===== config.mk =====
export PLATFORM = sky130hd
export DESIGN_NAME = level_monitor
export DESIGN_NICKNAME = d
export VERILOG_FILES = /design/src/rtl/lm_pkg.sv /design/src/rtl/compmag.sv /design/src/rtl/level_monitor.sv
export SDC_FILE = /design/constraint.sdc
export NUM_CORES = 1
export LEC_CHECK = 0
export ABC_AREA = 0
export CORE_MARGIN = 2
export CORE_UTILIZATION = 52
export DETAILED_ROUTE_END_ITERATION = 8
export GPL_TIMING_DRIVEN = 0
export PLACE_DENSITY = 0.8
export SYNTH_ARGS = -nofsm -noshare
export SYNTH_HDL_FRONTEND = slang
export SYNTH_HIERARCHICAL = 1
export SYNTH_SLANG_ARGS = --single-unit
export TNS_END_PERCENT = 30

===== constraint.sdc =====
create_clock -name clk -period 2.1 [get_ports clk]
set_input_delay 0.21 -clock clk [delete_from_list [all_inputs] [get_ports clk]]
set_output_delay 0.21 -clock clk [all_outputs]
set_load 0.02 [all_outputs]

===== src/rtl/lm_pkg.sv =====
`default_nettype none
// ============================================================
// Package : lm_pkg
// Brief   : shared types and defaults for level_monitor
// Revision: 1.0
// ============================================================
package lm_pkg;

  localparam int DEBOUNCE_DEF = 3;
  localparam int EVW_DEF      = 8;

  typedef enum logic [1:0] {
    LOW     = 2'd0,
    PEND_HI = 2'd1,
    HIGH    = 2'd2,
    PEND_LO = 2'd3
  } lm_state_e;

endpackage
`default_nettype wire


===== src/rtl/compmag.sv =====
`default_nettype none
// ============================================================
// Module  : compmag
// Brief   : 4-bit unsigned magnitude comparator
// Revision: 1.0
// ============================================================
module compmag (
  input  logic [3:0] a,
  input  logic [3:0] b,
  output logic       agtb,
  output logic       altb,
  output logic       aeqb
);

  assign agtb = (a > b);
  assign altb = (a < b);
  assign aeqb = (a == b);

endmodule
`default_nettype wire


===== src/rtl/level_monitor.sv =====
`default_nettype none
// ============================================================
// Module  : level_monitor
// Brief   : hysteresis + debounce level detector with event
//           count and peak hold
// Revision: 1.0
// ============================================================
module level_monitor
  import lm_pkg::*;
#(
  parameter int DEBOUNCE = DEBOUNCE_DEF,
  parameter int EVW      = EVW_DEF
) (
  input  logic           clk,
  input  logic           rst_n,
  input  logic           clr,
  input  logic [3:0]     sample,
  input  logic           sample_valid,
  input  logic [3:0]     hi_th,
  input  logic [3:0]     lo_th,
  output logic           above,
  output logic           rise,
  output logic           fall,
  output logic [EVW-1:0] event_cnt,
  output logic [3:0]     peak,
  output logic           cfg_err
);

  localparam logic [3:0] c_deb = 4'(DEBOUNCE);

  logic w_gt_hi, w_hi_lt, w_hi_eq;
  logic w_lo_gt, w_lt_lo, w_lo_eq;
  logic w_gt_pk, w_pk_lt, w_pk_eq;
  logic w_unused_cmp;

  lm_state_e  r_state, w_state_nxt;
  logic [3:0] r_deb_cnt, w_deb_nxt, w_deb_inc;
  logic       w_rise_nxt, w_fall_nxt, w_above_nxt;

  logic           r_above, r_rise, r_fall, r_cfg_err;
  logic [EVW-1:0] r_event_cnt;
  logic [3:0]     r_peak;

  compmag u_cmp_hi (
    .a    (sample),
    .b    (hi_th),
    .agtb (w_gt_hi),
    .altb (w_hi_lt),
    .aeqb (w_hi_eq)
  );

  compmag u_cmp_lo (
    .a    (sample),
    .b    (lo_th),
    .agtb (w_lo_gt),
    .altb (w_lt_lo),
    .aeqb (w_lo_eq)
  );

  compmag u_cmp_pk (
    .a    (sample),
    .b    (r_peak),
    .agtb (w_gt_pk),
    .altb (w_pk_lt),
    .aeqb (w_pk_eq)
  );

  assign w_unused_cmp = ^{w_hi_lt, w_hi_eq, w_lo_gt, w_lo_eq, w_pk_lt, w_pk_eq};

  assign w_deb_inc = r_deb_cnt + 4'd1;

  // State register
  always_ff @(posedge clk or negedge rst_n) begin
    if (!rst_n) begin
      r_state   <= LOW;
      r_deb_cnt <= '0;
    end else if (clr) begin
      r_state   <= LOW;
      r_deb_cnt <= '0;
    end else begin
      r_state   <= w_state_nxt;
      r_deb_cnt <= w_deb_nxt;
    end
  end

  // Next-state logic; a bad threshold pair freezes the level and drops progress
  always_comb begin
    w_state_nxt = r_state;
    w_deb_nxt   = r_deb_cnt;
    if (r_cfg_err) begin
      w_deb_nxt = '0;
    end else if (sample_valid) begin
      case (r_state)
        LOW: begin
          if (w_gt_hi) begin
            if (c_deb == 4'd1) begin
              w_state_nxt = HIGH;
              w_deb_nxt   = '0;
            end else begin
              w_state_nxt = PEND_HI;
              w_deb_nxt   = 4'd1;
            end
          end else begin
            w_deb_nxt = '0;
          end
        end
        PEND_HI: begin
          if (w_gt_hi) begin
            if (w_deb_inc == c_deb) begin
              w_state_nxt = HIGH;
              w_deb_nxt   = '0;
            end else begin
              w_deb_nxt = w_deb_inc;
            end
          end else begin
            w_state_nxt = LOW;
            w_deb_nxt   = '0;
          end
        end
        HIGH: begin
          if (w_lt_lo) begin
            if (c_deb == 4'd1) begin
              w_state_nxt = LOW;
              w_deb_nxt   = '0;
            end else begin
              w_state_nxt = PEND_LO;
              w_deb_nxt   = 4'd1;
            end
          end else begin
            w_deb_nxt = '0;
          end
        end
        PEND_LO: begin
          if (w_lt_lo) begin
            if (w_deb_inc == c_deb) begin
              w_state_nxt = LOW;
              w_deb_nxt   = '0;
            end else begin
              w_deb_nxt = w_deb_inc;
            end
          end else begin
            w_state_nxt = HIGH;
            w_deb_nxt   = '0;
          end
        end
        default: begin
          w_state_nxt = LOW;
          w_deb_nxt   = '0;
        end
      endcase
    end
  end

  // Output decode: pulses only on a real level change, not on pending cancels
  always_comb begin
    w_above_nxt = (w_state_nxt == HIGH) || (w_state_nxt == PEND_LO);
    w_rise_nxt  = ((r_state == LOW) || (r_state == PEND_HI)) && (w_state_nxt == HIGH);
    w_fall_nxt  = ((r_state == HIGH) || (r_state == PEND_LO)) && (w_state_nxt == LOW);
  end

  always_ff @(posedge clk or negedge rst_n) begin
    if (!rst_n) begin
      r_above     <= 1'b0;
      r_rise      <= 1'b0;
      r_fall      <= 1'b0;
      r_event_cnt <= '0;
      r_peak      <= '0;
      r_cfg_err   <= 1'b0;
    end else if (clr) begin
      r_above     <= 1'b0;
      r_rise      <= 1'b0;
      r_fall      <= 1'b0;
      r_event_cnt <= '0;
      r_peak      <= '0;
      r_cfg_err   <= (lo_th > hi_th);
    end else begin
      r_above   <= w_above_nxt;
      r_rise    <= w_rise_nxt;
      r_fall    <= w_fall_nxt;
      r_cfg_err <= (lo_th > hi_th);
      if (w_rise_nxt && !(&r_event_cnt))
        r_event_cnt <= r_event_cnt + EVW'(1);
      if (sample_valid && w_gt_pk)
        r_peak <= sample;
    end
  end

  assign above     = r_above;
  assign rise      = r_rise;
  assign fall      = r_fall;
  assign event_cnt = r_event_cnt;
  assign peak      = r_peak;
  assign cfg_err   = r_cfg_err;

endmodule
`default_nettype wire


== Word level (Yosys, flattened, before mapping) ==
Index checks and enable logic that the tools add are counted.

* Add/subtract/negate cells: 2
* Multiply operators: 0
* Divide/modulo/power cells: 0
* $lt $le $gt $ge: 4
* Eq/ne operators: 6
* Shift operators: 0
* Mux-type cells: 26
* Bitwise logic cells: 0
* Reductions and logical operators: 14

{| class="wikitable"
|+ Operators by type and width
! kind !! count
|-
| 4-bit two-way mux || 8
|-
| 2-bit two-way mux || 9
|-
| 8-bit two-way mux || 2
|-
| 4-bit one-hot mux with 4 select lines || 1
|-
| 4-bit greater-than comparator || 3
|-
| 8-bit by 1-bit adder with 8-bit output, second input constant || 1
|-
| 2-bit == test, second input constant || 4
|-
| 2-bit one-hot mux with 4 select lines || 1
|-
| 8-bit AND reduction || 1
|-
| 1-bit two-way mux || 5
|-
| 4-bit by 1-bit adder with 4-bit output, second input constant || 1
|-
| 4-bit by 2-bit == test with 1-bit output, second input constant || 1
|-
| 1-bit logical AND || 4
|-
| 2-bit logical NOT || 2
|-
| 4-bit < comparator || 1
|-
| 2-bit nonzero test || 2
|-
| 1-bit logical OR || 3
|-
| 3-bit nonzero test || 1
|-
| 2-bit by 1-bit == test with 1-bit output, second input constant || 1
|-
| 1-bit logical NOT || 1
|}

* Register bits: 22
* Latch bits: 0
* Bits in writable memories: 0
* Memory bits (read-only): 0
* Bits of input ports: 16
* Word-level logic and storage cells: 60
* Memories: 0

== Longest topological paths before layout ==
* Depth after elaboration: 12
* Depth in mapped cells: 10
* Mapped depth without buffers: 10

== Modules after synthesis ==
The synthesis kept the hierarchy.

{| class="wikitable"
|+ Modules (own cells, without submodules)
! module !! instances !! cells each !! area an instance (um2) !! sequential area each (um2)
|-
| level_monitor || 1 || 128 || 1,301.2 || 550.5
|-
| compmag || 3 || 16 || 128.9 || 0.0
|}

== Worst setup path before layout ==
Ideal clock, no wire load.

* Path type: reg2reg
* Start: register r_deb_cnt[0]
* End: register r_event_cnt[5], in the netlist event_cnt[5]
* Arrival time: 1.718 ns
* Setup slack: 0.263 ns
* Cell stages (with the launch flop): 7
* Buffers on the path: 0
* Clock period less this slack: 1.837 ns
* Path through: dfrtp_1 > ha_1 > nor3_2 > a41oi_4 > nor4bb_4 > a21oi_1 > o21ba_1

* Cells in the longest elaborated chain, start to end: 11
* Elaborated cells on any way between the ends: 13
* Classes of those cells: add/sub (1); eq/ne (2); mux (7); reduce/logical (3)

{| class="wikitable"
|+ RTL lines
! item !! line !! RTL
|-
| start, declared || level_monitor.sv:37 || <nowiki>logic [3:0] r_deb_cnt, w_deb_nxt, w_deb_inc;</nowiki>
|-
| start signal, assigned || level_monitor.sv:82 || <nowiki>r_deb_cnt <= w_deb_nxt;</nowiki>
|-
| 4-bit by 1-bit adder with 4-bit output (*) || level_monitor.sv:70 || <nowiki>assign w_deb_inc = r_deb_cnt + 4'd1;</nowiki>
|-
| 4-bit by 2-bit == test with 1-bit output (*) || level_monitor.sv:109, level_monitor.sv:135 ||
|-
| 2-bit two-way mux, on equally long branches || level_monitor.sv:135, level_monitor.sv:109 ||
|-
| 2-bit two-way mux, on equally long branches || level_monitor.sv:134, level_monitor.sv:108 ||
|-
| 2-bit one-hot mux with 4 select lines (*) || level_monitor.sv:93 || <nowiki>case (r_state)</nowiki>
|-
| 2-bit two-way mux (*) || level_monitor.sv:92 || <nowiki>end else if (sample_valid) begin</nowiki>
|-
| 2-bit two-way mux (*) || level_monitor.sv:90 || <nowiki>if (r_cfg_err) begin</nowiki>
|-
| 2-bit == test (*) || level_monitor.sv:157 || <nowiki>w_rise_nxt = ((r_state == LOW) || (r_state == PEND_HI)) && (w_state_nxt == HIGH);</nowiki>
|-
| 1-bit logical AND (*) || level_monitor.sv:157 ||
|-
| 1-bit logical AND (*) || level_monitor.sv:181 || <nowiki>if (w_rise_nxt && !(&r_event_cnt))</nowiki>
|-
| 2-bit nonzero test (no line) (*) || - ||
|-
| end signal, assigned || level_monitor.sv:182 || <nowiki>r_event_cnt <= r_event_cnt + EVW'(1);</nowiki>
|-
| end, declared || level_monitor.sv:41 || <nowiki>logic [EVW-1:0] r_event_cnt;</nowiki>
|}

Mark *: on every way between the ends. The rest lies on a longest branch, timed or not.
A chain may end at the register's enable or synchronous reset.

== Worst setup path after layout ==
* Start: register r_deb_cnt[0]
* End: register r_event_cnt[3], in the netlist event_cnt[3]

The elaborated chain is that of the path after synthesis.

==> metrics <==
status=complete, no violations; Initial Util=54.3%; Crit path depth=7; post-synthesis cell count=171; CTS root buf=clkbuf_4; Syn. warnings=6; static leakage=1.02 nW; CTS tree=done; Post-route DRC=0; H-tree Lvls=1; unrepaired setup endpoints after global routing=false; multi-input logic area=1050 µm²; Finished Cell Area=2140 µm²; dpl hpwl=2770 µm; CP max FO=7; initial antenna violation count=0; Final Slew Violations=0; row count=20; drt first-iter violations=49; clock sinks=22; Util after Layout=70.2%; Crit. End Element=flip-flop; vias in the first global route=1437; Slowest cell on crit path=dfrtp_1; FF-to-FF Start=r_deb_cnt[0]$_DFFE_PN0P_; FF-to-FF path depth=7; CP bufs+invs=1; # IOs=32; Setup TNS Final=0 ps; die width=60.5 µm; DRT Pass-1 Iters=4; total power draw=0.00102 W; largest stage delay on the critical path=480 ps; via/cell ratio=5.38; number of diodes=0; Rel. slew slack=33.5%; worst slew pin tran=994 ps; Tmin final=2000 ps; layout cell share with drive strength beyond 1=17.4%; Worst Setup EP=event_cnt[3]$_DFFE_PN0P_; FMAX=500 MHz; Arr. time, crit path=2220 ps; worst-case hold slack=213 ps; GRT Resource Usage Total=22.0%; die extent in y=60.5 µm; synthesized cell area=1660 µm²; DIE AREA=3660 µm²; final WL=3680 µm; worst path required time=2320 ps; final setup fails=0; hold violation count in the final report=0; Pwr Density=475 nW/µm²; crit path launch=r_deb_cnt[0]$_DFFE_PN0P_; largest net degree at the start of global routing=23; CTS Buf Count=3; Final #Nets=243; Max rail drop VDD=310 µV; vias after detailed routing=1351; global-route wire length before repair=6080 µm; port buffer count=31; CP Cell Sequence=ha_1 > nor3_2 > a41oi_4 > nor4bb_4 > buf_4 > xnor2_1 > nor2_1; CP Launch Type=flip-flop; Worst-path clk slew=130 ps; CORE AREA=3050 µm²; final clock skew=2.78 ps; FF-to-FF End=event_cnt[3]$_DFFE_PN0P_; Mean Syn Cell Area=9.70 µm²; Hold Buf Count CTS=0; FILL cells=253; period utilization=95.2%; max cap viols=0; Overflow after GRT=0; Hold WC Path Type=in2reg; Reg area=551 µm²; CP top delay family=simple AND/OR/NAND/NOR gates; worst reg2reg setup slack=100 ps; mean routed wirelength per cell=14.6 µm; Clock Path Buffers=2; RePlAce Congestion=0.780; worst setup path class=reg2reg; antenna viol nets, final=0; Clk Latency, worst-skew pair=310 ps; syn_nets=206; area delta synth->final=29.2%; Area after DPL=2020 µm²
-- through the flow --
stage,cells,setup WS [ps]
global route,251,11.9
floorplan,171,263
detailed placement,246,-491
finish,251,101
CTS,251,5.10
global placement,246,-414
-- power breakdown --
part           internal [W]  switching, W  total, W  leakage [nW]
clock              0.000193      0.000137  0.000330        0.0279
combinational      0.000114      0.000125  0.000239         0.687
sequential         0.000435     0.0000131  0.000448         0.303
total              0.000742      0.000275   0.00102          1.02
-- repair_timing --
| item | 4_1_cts | 5_1_grt |
|---|---|---|
| resized for setup | 2 | 14 |
| pin swaps | 0 | 2 |
| buffers inserted | 1 | 0 |
| hold endpoints to repair | 0 | 0 |
| setup endpoints to repair | 9 | 9 |
-- layout by cell type, fill, tap and decap left out, types with 4 or more instances in the layout --
cell type	n
ha_1	17
and3_1	4
a21oi_1	12
nand2_1	16
inv_1	18
dlymetal6s2s_1	6
nand3_1	8
clkdlybuf4s50_1	24
nor2_1	11
nor3_1	5
dfrtp_1	22
-- sequential cells by signal, indices dropped and copies added (netlist names) --
signal	cells
peak	4
r_state	2
event_cnt	8
cfg_err	1
r_deb_cnt	4
rise	1
fall	1
above	1
-- per-layer routing --
metal	global-route usage, %	vias to the layer above	part of all wire, %
met5	0	-	0
met2	40.7	29	52
met1	26.0	651	44
met4	7.45	0	1.1
met3	3.20	6	2.7
li1	-	665	-
-- worst min-delay path by stage --
stage                   startpoint             endpoint  slack (ps)  cells past startpoint
3_3_place_gp   peak[3]$_DFFE_PN0P_  peak[3]$_DFFE_PN0P_         540                      2
6_report                 sample[0]  peak[0]$_DFFE_PN0P_         210                      3
3_5_place_dp   peak[3]$_DFFE_PN0P_  peak[3]$_DFFE_PN0P_         550                      2
2_1_floorplan                rst_n      above$_DFF_PN0_         -90                      0
5_1_grt                  sample[0]  peak[0]$_DFFE_PN0P_         240                      3
4_1_cts                  sample[3]  peak[3]$_DFFE_PN0P_         390                      3
-- cell type report --
| type | instances | area share [%] |
|---|---|---|
| Buffer | 2 | 1.17 |
| Clock buffer | 3 | 1.05 |
| Clock inverter | 1 | 1.40 |
| Inverter | 20 | 3.50 |
| Multi-Input combinational cell | 127 | 49.2 |
| Sequential cell | 22 | 25.7 |
| Tap cell | 44 | 2.57 |
| Timing Repair Buffer | 32 | 15.5 |
-- worst reg2reg max path: cells and delay by family (launching register included) --
family / cells / cell delay (ps)
simple gates: 3 / 740
flops: 1 / 480
fa+ha+maj: 1 / 300
buf+inv: 1 / 180
compound gates: 1 / 110
xor+xnor: 1 / 100
Note: power is estimated with default switching activity, not from simulation.
